===== config.mk =====
export PLATFORM = sky130hd
export DESIGN_NAME = carfield_periph_regbus_demux
export DESIGN_NICKNAME = d
export VERILOG_FILES = /design/src/rtl/carfield_periph_demux_pkg.sv /design/src/rtl/carfield_periph_addr_decode.sv /design/src/rtl/carfield_periph_regbus_demux.sv
export SDC_FILE = /design/constraint.sdc
export NUM_CORES = 1
export LEC_CHECK = 0
export ABC_AREA = 1
export CAP_MARGIN = 20
export CORE_AREA = 4 4 149 151
export CTS_CLUSTER_SIZE = 40
export DETAILED_ROUTE_END_ITERATION = 16
export DIE_AREA = 0 0 153 155
export PLACE_DENSITY = 0.73
export SYNTH_ARGS = -nofsm -noshare
export SYNTH_HDL_FRONTEND = slang
export SYNTH_SLANG_ARGS = --single-unit
export TNS_END_PERCENT = 1

===== constraint.sdc =====
create_clock -name clk_i -period 1.6 [get_ports clk_i]
set_input_delay 0.32 -clock clk_i [delete_from_list [all_inputs] [get_ports clk_i]]
set_output_delay 0.32 -clock clk_i [all_outputs]
set_load 0.02 [all_outputs]

===== src/rtl/carfield_periph_demux_pkg.sv =====
// Shared types, slave indices and the peripheral address map for the Carfield
// peripheral register-bus demultiplexer.
package carfield_periph_demux_pkg;

  localparam int unsigned NumPeriphSlaves = 5;
  localparam int unsigned RuleAddrWidth   = 48;
  localparam int unsigned IdxWidth        = 3;

  localparam logic [IdxWidth-1:0] CanIdx      = 3'd0;
  localparam logic [IdxWidth-1:0] TimerIdx    = 3'd1;
  localparam logic [IdxWidth-1:0] AdvTimerIdx = 3'd2;
  localparam logic [IdxWidth-1:0] WdtIdx      = 3'd3;
  localparam logic [IdxWidth-1:0] HypCfgIdx   = 3'd4;

  // carfield_configuration bases, sizes and compile-time enables
  localparam logic [RuleAddrWidth-1:0] CanBase      = 48'h0000_2000_1000;
  localparam logic [RuleAddrWidth-1:0] CanSize      = 48'h0000_0000_1000;
  localparam logic [RuleAddrWidth-1:0] TimerBase    = 48'h0000_2000_4000;
  localparam logic [RuleAddrWidth-1:0] TimerSize    = 48'h0000_0000_1000;
  localparam logic [RuleAddrWidth-1:0] AdvTimerBase = 48'h0000_2000_5000;
  localparam logic [RuleAddrWidth-1:0] AdvTimerSize = 48'h0000_0000_1000;
  localparam logic [RuleAddrWidth-1:0] WdtBase      = 48'h0000_2000_7000;
  localparam logic [RuleAddrWidth-1:0] WdtSize      = 48'h0000_0000_1000;
  localparam logic [RuleAddrWidth-1:0] HypCfgBase   = 48'h0000_2000_9000;
  localparam logic [RuleAddrWidth-1:0] HypCfgSize   = 48'h0000_0000_1000;

  localparam logic CanEnable      = 1'b0;
  localparam logic TimerEnable    = 1'b1;
  localparam logic AdvTimerEnable = 1'b1;
  localparam logic WdtEnable      = 1'b1;
  localparam logic HypCfgEnable   = 1'b1;

  typedef enum logic [1:0] {
    IDLE = 2'd0,
    FWD  = 2'd1,
    ERR  = 2'd2,
    RSP  = 2'd3
  } periph_demux_state_e;

  typedef struct packed {
    logic [IdxWidth-1:0]      idx;
    logic [RuleAddrWidth-1:0] start_addr;
    logic [RuleAddrWidth-1:0] end_addr;
    logic                     enable;
  } periph_rule_t;

  // Inclusive start, exclusive end
  localparam periph_rule_t PeriphRules [NumPeriphSlaves] = '{
    '{idx: CanIdx,      start_addr: CanBase,      end_addr: CanBase + CanSize,           enable: CanEnable},
    '{idx: TimerIdx,    start_addr: TimerBase,    end_addr: TimerBase + TimerSize,       enable: TimerEnable},
    '{idx: AdvTimerIdx, start_addr: AdvTimerBase, end_addr: AdvTimerBase + AdvTimerSize, enable: AdvTimerEnable},
    '{idx: WdtIdx,      start_addr: WdtBase,      end_addr: WdtBase + WdtSize,           enable: WdtEnable},
    '{idx: HypCfgIdx,   start_addr: HypCfgBase,   end_addr: HypCfgBase + HypCfgSize,     enable: HypCfgEnable}
  };

endpackage


===== src/rtl/carfield_periph_addr_decode.sv =====
// Combinational address decoder: matches an address against PeriphRules and
// reports the slave index, whether any rule hit, and whether that slave is enabled.
module carfield_periph_addr_decode
  import carfield_periph_demux_pkg::*;
#(
  parameter int unsigned AddrWidth = 48
) (
  input  logic [AddrWidth-1:0] addr_i,
  output logic [IdxWidth-1:0]  idx_o,
  output logic                 hit_o,
  output logic                 enabled_o
);

  // Compare at 64 bits so nonzero upper address bits can never alias into a rule
  logic [63:0] addr_ext;
  assign addr_ext = 64'(addr_i);

  always_comb begin
    idx_o     = '0;
    hit_o     = 1'b0;
    enabled_o = 1'b0;
    for (int unsigned i = 0; i < NumPeriphSlaves; i++) begin
      if (!hit_o &&
          addr_ext >= 64'(PeriphRules[i].start_addr) &&
          addr_ext <  64'(PeriphRules[i].end_addr)) begin
        hit_o     = 1'b1;
        idx_o     = PeriphRules[i].idx;
        enabled_o = PeriphRules[i].enable;
      end
    end
  end

endmodule


===== src/rtl/carfield_periph_regbus_demux.sv =====
// Register-bus demux from the host crossbar port to the Carfield peripherals.
// Optional slave timeout enabled by defining CARFIELD_PERIPH_TIMEOUT_EN.
module carfield_periph_regbus_demux
  import carfield_periph_demux_pkg::*;
#(
  parameter int unsigned NumSlaves     = 5,
  parameter int unsigned AddrWidth     = 48,
  parameter int unsigned DataWidth     = 32,
  parameter int unsigned TimeoutCycles = 256
) (
  input  logic                           clk_i,
  input  logic                           rst_ni,
  input  logic                           req_valid_i,
  input  logic                           req_write_i,
  input  logic [AddrWidth-1:0]           req_addr_i,
  input  logic [DataWidth-1:0]           req_wdata_i,
  input  logic [DataWidth/8-1:0]         req_wstrb_i,
  output logic                           rsp_ready_o,
  output logic [DataWidth-1:0]           rsp_rdata_o,
  output logic                           rsp_error_o,
  output logic [NumSlaves-1:0]           slv_valid_o,
  output logic                           slv_write_o,
  output logic [AddrWidth-1:0]           slv_addr_o,
  output logic [DataWidth-1:0]           slv_wdata_o,
  output logic [DataWidth/8-1:0]         slv_wstrb_o,
  input  logic [NumSlaves-1:0]           slv_ready_i,
  input  logic [NumSlaves*DataWidth-1:0] slv_rdata_i,
  input  logic [NumSlaves-1:0]           slv_error_i,
  output logic                           timeout_o,
  output logic [7:0]                     timeout_cnt_o
);

  localparam int unsigned StrbWidth = DataWidth / 8;

  if (TimeoutCycles < 2) begin : gen_bad_timeout
    $error("TimeoutCycles must be at least 2");
  end
  if (NumSlaves != NumPeriphSlaves) begin : gen_bad_slaves
    $error("NumSlaves must match the peripheral address map");
  end

  periph_demux_state_e state_q, state_d;

  logic [IdxWidth-1:0]  dec_idx, idx_q;
  logic                 dec_hit, dec_enabled;
  logic                 write_q;
  logic [AddrWidth-1:0] addr_q;
  logic [DataWidth-1:0] wdata_q;
  logic [StrbWidth-1:0] wstrb_q;
  logic [NumSlaves-1:0] slv_valid_q, slv_valid_d;
  logic                 rsp_ready_q, rsp_ready_d;
  logic                 rsp_error_q, rsp_error_d;
  logic [DataWidth-1:0] rsp_rdata_q, rsp_rdata_d;
  logic                 accept;
  logic                 sel_ready, sel_error;
  logic [DataWidth-1:0] sel_rdata;
  logic                 timeout_hit;

  carfield_periph_addr_decode #(
    .AddrWidth (AddrWidth)
  ) i_addr_decode (
    .addr_i    (req_addr_i),
    .idx_o     (dec_idx),
    .hit_o     (dec_hit),
    .enabled_o (dec_enabled)
  );

  assign accept    = (state_q == IDLE) && req_valid_i;
  assign sel_ready = slv_ready_i[idx_q];
  assign sel_error = slv_error_i[idx_q];
  assign sel_rdata = slv_rdata_i[32'(idx_q)*DataWidth +: DataWidth];

  // State register
  always_ff @(posedge clk_i or negedge rst_ni) begin
    if (!rst_ni) state_q <= IDLE;
    else         state_q <= state_d;
  end

  // Next-state logic; RSP never looks at the request, so a held valid cannot re-issue
  always_comb begin
    state_d = state_q;
    case (state_q)
      IDLE: if (req_valid_i) state_d = (dec_hit && dec_enabled) ? FWD : ERR;
      FWD:  if (sel_ready || timeout_hit) state_d = RSP;
      ERR:  state_d = RSP;
      RSP:  state_d = IDLE;
      default: state_d = IDLE;
    endcase
  end

  // Output logic: next values for the registered master/slave outputs
  always_comb begin
    slv_valid_d = '0;
    rsp_ready_d = 1'b0;
    rsp_rdata_d = rsp_rdata_q;
    rsp_error_d = rsp_error_q;
    case (state_q)
      IDLE: begin
        if (req_valid_i && dec_hit && dec_enabled) begin
          slv_valid_d = NumSlaves'(1) << dec_idx;
        end
      end
      FWD: begin
        if (sel_ready) begin
          rsp_ready_d = 1'b1;
          rsp_rdata_d = write_q ? '0 : sel_rdata;
          rsp_error_d = sel_error;
        end else if (timeout_hit) begin
          rsp_ready_d = 1'b1;
          rsp_rdata_d = '0;
          rsp_error_d = 1'b1;
        end else begin
          slv_valid_d = slv_valid_q;
        end
      end
      ERR: begin
        rsp_ready_d = 1'b1;
        rsp_rdata_d = '0;
        rsp_error_d = 1'b1;
      end
      default: ;
    endcase
  end

  // Request payload capture and output registers
  always_ff @(posedge clk_i or negedge rst_ni) begin
    if (!rst_ni) begin
      idx_q       <= '0;
      write_q     <= 1'b0;
      addr_q      <= '0;
      wdata_q     <= '0;
      wstrb_q     <= '0;
      slv_valid_q <= '0;
      rsp_ready_q <= 1'b0;
      rsp_rdata_q <= '0;
      rsp_error_q <= 1'b0;
    end else begin
      if (accept) begin
        idx_q   <= dec_idx;
        write_q <= req_write_i;
        addr_q  <= req_addr_i;
        wdata_q <= req_wdata_i;
        wstrb_q <= req_wstrb_i;
      end
      slv_valid_q <= slv_valid_d;
      rsp_ready_q <= rsp_ready_d;
      rsp_rdata_q <= rsp_rdata_d;
      rsp_error_q <= rsp_error_d;
    end
  end

`ifdef CARFIELD_PERIPH_TIMEOUT_EN
  localparam int unsigned CntWidth = $clog2(TimeoutCycles);

  logic [CntWidth-1:0] fwd_cnt_q;
  logic                timeout_q;
  logic [7:0]          timeout_cnt_q;

  // A ready on the limit cycle takes priority over the abort
  assign timeout_hit = (state_q == FWD) && !sel_ready &&
                       (fwd_cnt_q == CntWidth'(TimeoutCycles - 1));

  always_ff @(posedge clk_i or negedge rst_ni) begin
    if (!rst_ni) begin
      fwd_cnt_q     <= '0;
      timeout_q     <= 1'b0;
      timeout_cnt_q <= '0;
    end else begin
      if (state_q != FWD)  fwd_cnt_q <= '0;
      else                 fwd_cnt_q <= fwd_cnt_q + CntWidth'(1);
      if (timeout_hit) begin
        timeout_q <= 1'b1;
        if (timeout_cnt_q != 8'hFF) timeout_cnt_q <= timeout_cnt_q + 8'd1;
      end
    end
  end

  assign timeout_o     = timeout_q;
  assign timeout_cnt_o = timeout_cnt_q;
`else
  assign timeout_hit   = 1'b0;
  assign timeout_o     = 1'b0;
  assign timeout_cnt_o = 8'd0;
`endif

  assign slv_valid_o = slv_valid_q;
  assign slv_write_o = write_q;
  assign slv_addr_o  = addr_q;
  assign slv_wdata_o = wdata_q;
  assign slv_wstrb_o = wstrb_q;
  assign rsp_ready_o = rsp_ready_q;
  assign rsp_rdata_o = rsp_rdata_q;
  assign rsp_error_o = rsp_error_q;

endmodule


# [Word-level counts from Yosys, hierarchy flattened]
# Cells that the tools add are included.
[totals] regBits=129 input_bits=258 out_inout_bits=133 word_cells=80
[op_classes] magnitude_cmp=11 n_eq_ne=5 shift=2 muxes=31 reduce_logical=21
[op_table] op="$ge A48 B30 Y1 const B" n=5
[op_table] op="$lt A48 B30 Y1 const B" n=5
[op_table] op="$shiftx A160 B9 Y32" n=1
[op_table] op="$mux W32" n=2
[op_table] op="$pmux W32 S2" n=1
[op_table] op="$mux W1" n=14
[op_table] op="$logic_and A1 B1 Y1" n=13
[op_table] op="$mux W2" n=5
[op_table] op="$mux W5" n=2
[op_table] op="$pmux W5 S2" n=1
[op_table] op="$pmux W2 S4" n=1
[op_table] op="$bmux W1 S3" n=2
[op_table] op="$shl A1 B3 Y5 const A" n=1
[op_table] op="$eq A2 B2 Y1 const B" n=2
[op_table] op="$logic_not A1 Y1" n=4
[op_table] op="$lt A3 B4 Y1 const B" n=1
[op_table] op="$ne A2 B2 Y1 const B" n=2
[op_table] op="$pmux W1 S2" n=2
[op_table] op="$reduce_and A2 Y1" n=2
[op_table] op="$mux W3" n=1
[op_table] op="$eq A2 B1 Y1 const B" n=1
[op_table] op="$logic_not A2 Y1" n=1
[op_table] op="$reduce_bool A2 Y1" n=1

# [Longest topological paths before layout]
[logic_depth] ltp_word=23 depth_mapped=14 mapped_depth_nobuf=14

# [Cells and area by module]
# From an unflattened synthesis, not the netlist that was laid out.
[hier_totals] hier_cells=1081 area_unflattened_um2=7284.5
[by_module_without_submodules] mod="carfield_periph_regbus_demux" instances=1 cells_per_inst=1001 area_per_inst_um2=6934.2 seq_area_each_um2=3228.1
[by_module_without_submodules] mod="carfield_periph_addr_decode" instances=1 cells_per_inst=80 area_per_inst_um2=350.3 seq_area_each_um2=0.0

# [Least setup slack after synthesis]
# Ideal clock, no wire load.
[synth_timing] path_kind="register to register" from="reg state_q[0]" to="reg addr_q[0] (netlist: slv_addr_o[0])" setup_ns=0.066 t_arrival_ns=1.512 required_ns=1.534 slack_ns=0.023 path_stages_with_launch=8 n_path_buf=2 synth_period_minus_slack_ns=1.577 cell_sequence="dfrtp_1 -> inv_1 -> ha_1 -> nand2_1 -> clkbuf_1 -> buf_1 -> nand2_1 -> nand2_1"
[synth_via] elab_chain_cells=2
[synth_rtl] item="start: declaration" line_no="carfield_periph_regbus_demux.sv:42" source="periph_demux_state_e state_q, state_d;"
[synth_rtl] item="start signal: assignment" line_no="carfield_periph_regbus_demux.sv:76" source="else state_q <= state_d;"
[synth_rtl] item="$logic_not A2 Y1" line_no="carfield_periph_regbus_demux.sv:68" source="assign accept = (state_q == IDLE) && req_valid_i;"
[synth_rtl] item="$logic_and A1 B1 Y1" line_no="carfield_periph_regbus_demux.sv:68"
[synth_rtl] item="end signal: assignment" line_no="carfield_periph_regbus_demux.sv:141" source="addr_q <= req_addr_i;"
[synth_rtl] item="end: declaration" line_no="carfield_periph_regbus_demux.sv:47" source="logic [AddrWidth-1:0] addr_q;"
# Every way passes these cells.
# A chain may end at the register's enable or synchronous reset.

# [Worst setup path in the final report]
[layout_timing] from="reg state_q[0]" to="reg rsp_rdata_q[4] (netlist: rsp_rdata_o[4])"
[layout_via] elab_chain_cells=3 word_cells_on_any_way=6 cone_classes="3 x eq/ne; 1 x mux; 2 x reduce/logical"
[layout_rtl] item="$eq A2 B1 Y1 or $eq A2 B2 Y1 (tied branches)" line_no="carfield_periph_regbus_demux.sv:97" source="case (state_q)"
[layout_rtl] item="$ne A2 B2 Y1 (no line) or $reduce_bool A2 Y1 (tied branches)"
[layout_rtl] item="$reduce_and A2 Y1 (no line)"
[layout_rtl] item="end signal: assignment" line_no="carfield_periph_regbus_demux.sv:147" source="rsp_rdata_q <= rsp_rdata_d;"
[layout_rtl] item="end: declaration" line_no="carfield_periph_regbus_demux.sv:53" source="logic [DataWidth-1:0] rsp_rdata_q, rsp_rdata_d;"
# Parallel ways exist; a longest one is shown, timed or not.

==> results.md <==
- The run finished, with violations left.
- The final reports fail on negative setup slack.
- The total overflow reported by the global router is 0.
- The slowest stage of the critical path is the dfrtp_1 cell.
- The worst setup path is launched from a flip-flop.
- The final worst-path setup slack is -47.3 ps.
- Once the clock tree was built, the setup fixing pass inserted 0 buffers.
- Counting the buffers created by CTS gives 17.
- The initial antenna violation count came to 2.
- Among cell families on the critical path, the largest total delay comes from buffers and inverters.
- The critical path depth in cells is 7.
- The worst hold slack is 395 ps.
- The post-detailed-route DRC marker count is 0.
- In this run the mean area of a mapped cell was 7.39 sq um.
- The tree is rooted in a clkbuf_16.
- In the final routed layout, each cell accounts on average for 17.4 um.
- The most instantiated library cell after synthesis is nand2_1.
- The hold violation total from the final report is 0.
- The clock slew seen by the registers of the worst setup and hold paths is 60 ps.
- After synthesis, the most frequently instantiated cells are 328 x nand2_1, 129 x dfrtp_1, 122 x nor2_1.
- The first detailed-routing pass ran for 4 iterations.
- In this run the horizontal extent of the chip is 153 um.
- CTS built an H-tree with a depth of 4.
- In this run the tool buffered the top-level ports with 381 buffer cells.
- The max-slew violation count was 0.
- After floorplanning, the core was divided into 53 placement rows.
- The number of max-capacitance violations reported is 0.
- In the routed layout, each cell is associated on average with a via count of 4.82.
- The netlist area before placement is 0.00683 sq mm.
- After synthesis, the netlist uses 30 different library cells.
- 391 I/O pins were placed.
- The via count of the first global-routing pass is 7865.
- Clock skew on the completed layout was measured at 14.7 ps.
- The top-area cell type share of the netlist area is 47.2%.
- Data on the critical path is required at its endpoint by 1900 ps.
- Counting every sink on the clock net gives 129.
- The most used flip-flop cell after synthesis is dfrtp_1.
- The count of antenna-violating nets left after detailed routing is 0.
- The number of placed instances, taps included, is 1593.
- The maximum ir drop on the vdd rail is 0.810 mV.
- The library cell appearing most often on the critical path is inv_1.
- The signal on the critical path passes through inv_1 > ha_1 > inv_1 > o21ai_4 > buf_12 > buf_4 > a21oi_2.
- Setup violations remaining at the end of the flow were counted as 29.
- The area growth from synthesis to layout is 76.4%.
- Of the available clock period, the critical path in the final layout requires 103%.
- The final wirelength is 28300 um.
- The worst reg2reg path depth is 7.
- By area the synthesized netlist is led by dfrtp_1 47%, nand2_1 18%, o21ai_0 7.5%.
- The maximum root-to-sink buffer count is 2.
- The number of DRC markers after the initial detailed-route iteration is 421.
- The worst setup path is captured at a flip-flop.
- By startpoint and endpoint, the worst setup path is classified as flip-flop to flip-flop.
- Routability-driven placement finished with a final weighted congestion of 0.901.
- The layout cell share with drive strength beyond 1 is 11.5%.
- The clock tree from TritonCTS is built.
- The half-perimeter wire length of the detailed placement result is 21600 um.
- dfrtp_1 takes more of the synthesized area than any other cell.
- Counting every instance in the synthesized netlist gives 925.
- The worst path in the final design needs a cycle of 1650 ps, including I/O delays and setup.
- The first-pass GRT wire length is 43000 um.
- Global routing used 22.8% of the available tracks across all layers.
- In this run the worst path has a maximum fanout of 19.
- For the worst-skew pair, the clock arrives at the later sink with an insertion delay of 420 ps.
- The register area share after synthesis is 47.2%.
- The number of buffers and inverters on the critical path is 4.
- For this run, the number of Yosys warnings is 0.
- The vertical die dimension is 155 um.
- Once layout is complete, the cells apart from fillers number 1627.
- Entering global routing, the biggest net connects 38 pins.
- In this run, synthesis produced a sequential element count of 129.
- The worst hold path belongs to the class input pin to async pin.
- The fraction of synthesis flops using an asynchronous set or reset pin is 100%.
- For this run, the top clock speed supported by timing is 0.607 GHz.
- In this run the power density over the cells is 1730 mW/mm^2.
- The worst slack at placement is -528 ps.
- The routed via count is 7835.
- Data on the critical path arrives at its endpoint at 1950 ps.
- Setup repair after global routing could not meet its margin everywhere.
- The reported leakage power is 5.75 nW.
- The initial standard-cell utilization of the core is 32.8%.
- The core box area is 0.0208 sq mm.
- The total negative slack is -646 ps.
- Counting flops with a built-in enable in the synthesized netlist gives 0.
- The die outline area is 0.0237 sq mm.
- On the worst path, the slowest cell contributes a delay of 400 ps.
- The number of nets at the end of the flow is 1600.
registers in the layout, summed over array words and instances (netlist names):
signal and flops:
slv_addr_o 48, rsp_rdata_o 32, slv_wdata_o 32, slv_valid_o 5, slv_wstrb_o 4, idx_q 3
state_q 2, rsp_error_o 1, rsp_ready_o 1, slv_write_o 1
kinds of logic after synthesis:
| kind of cell | count (synthesis) | synth area share (%) |
|---|---|---|
| flops | 129 | 47.2 |
| simple gates | 491 | 28.2 |
| other cells | 1 | 0.0549 |
| buf+inv | 119 | 7.87 |
| compound gates | 182 | 16.1 |
| fa+ha+maj | 3 | 0.549 |
layout by cell type (no fill, tap or decap), types with 18 or more instances in the layout:
master           instances
dfrtp_1                126
buf_4                   52
inv_1                   46
o21ai_0                 93
nand3_1                 27
dlygate4sd2_1          124
nor2_2                  19
nor2_1                 103
clkbuf_16               18
buf_12                  18
o221ai_1                19
clkdlybuf4s50_1        256
nand2_1                326
path summary, 6_finish.rpt:
kind	start	to	slack [ps]
max	state_q[0]$_DFFE_PN0P_	rsp_rdata_o[4]$_DFFE_PN0P_	-50
min	rst_ni	rsp_rdata_o[23]$_DFFE_PN0P_	400
max reg2reg	state_q[0]$_DFFE_PN0P_	rsp_rdata_o[4]$_DFFE_PN0P_	-50
min reg2reg	slv_addr_o[11]$_DFFE_PN0P_	slv_addr_o[11]$_DFFE_PN0P_	470
max in group asynchronous	rst_ni	slv_addr_o[40]$_DFFE_PN0P_	610
min in group clk_i	req_wdata_i[11]	slv_wdata_o[11]$_DFFE_PN0P_	430
layer usage:
| layer | vias up | wire (um) | GRT usage (%) |
|---|---|---|---|
| met3 | 39 | 2560 | 7.18 |
| met5 | - | 13 | 0 |
| met1 | 3623 | 11400 | 27.5 |
| li1 | 3820 | - | - |
| met2 | 351 | 13700 | 39.4 |
| met4 | 2 | 670 | 6.75 |
metrics by stage:
stage                     total power, W  instance area (sq um)  util [%]
after CTS                         0.0207                  12000      57.5
final                             0.0209                  12100      57.9
after floorplan                   0.0115                   6860         -
after global placement            0.0173                  11500      55.1
after detailed placement          0.0174                  11500      55.1
after global routing              0.0223                  12100      57.9
final cells by class:
cell class / instances / area (sq um)
fillers: 1920 / 8770
diodes: 1 / 2.50
clock buffers: 17 / 425
clock inverters: 14 / 201
multi-input cells: 685 / 3180
inverters: 50 / 190
flip-flops and latches: 129 / 3230
well taps: 275 / 344
repair buffers: 456 / 4480
power breakdown:
group          switching, W  leakage, nW  total (W)  internal [W]
Sequential         0.000818         1.61    0.00555       0.00473
Clock               0.00157        0.301    0.00420       0.00263
Combinational       0.00649         3.84     0.0112       0.00466
worst register-to-register path, cell delays in order, from the launching register on:
cell and delay [ps]:
dfrtp_1 400, inv_1 100, ha_1 240, inv_1 110, o21ai_4 300, buf_12 210, buf_4 140, a21oi_2 40
timing repair:
action / in CTS / in global routing
hold endpoints to repair: 29 / 0
endpoints found under the setup margin: 165 / 71
pin swaps: 3 / 3
gates cloned: 0 / 1
resized for setup: 130 / 33
hold buffers: 1 / 0
Note: power is estimated with default switching activity, not from simulation.
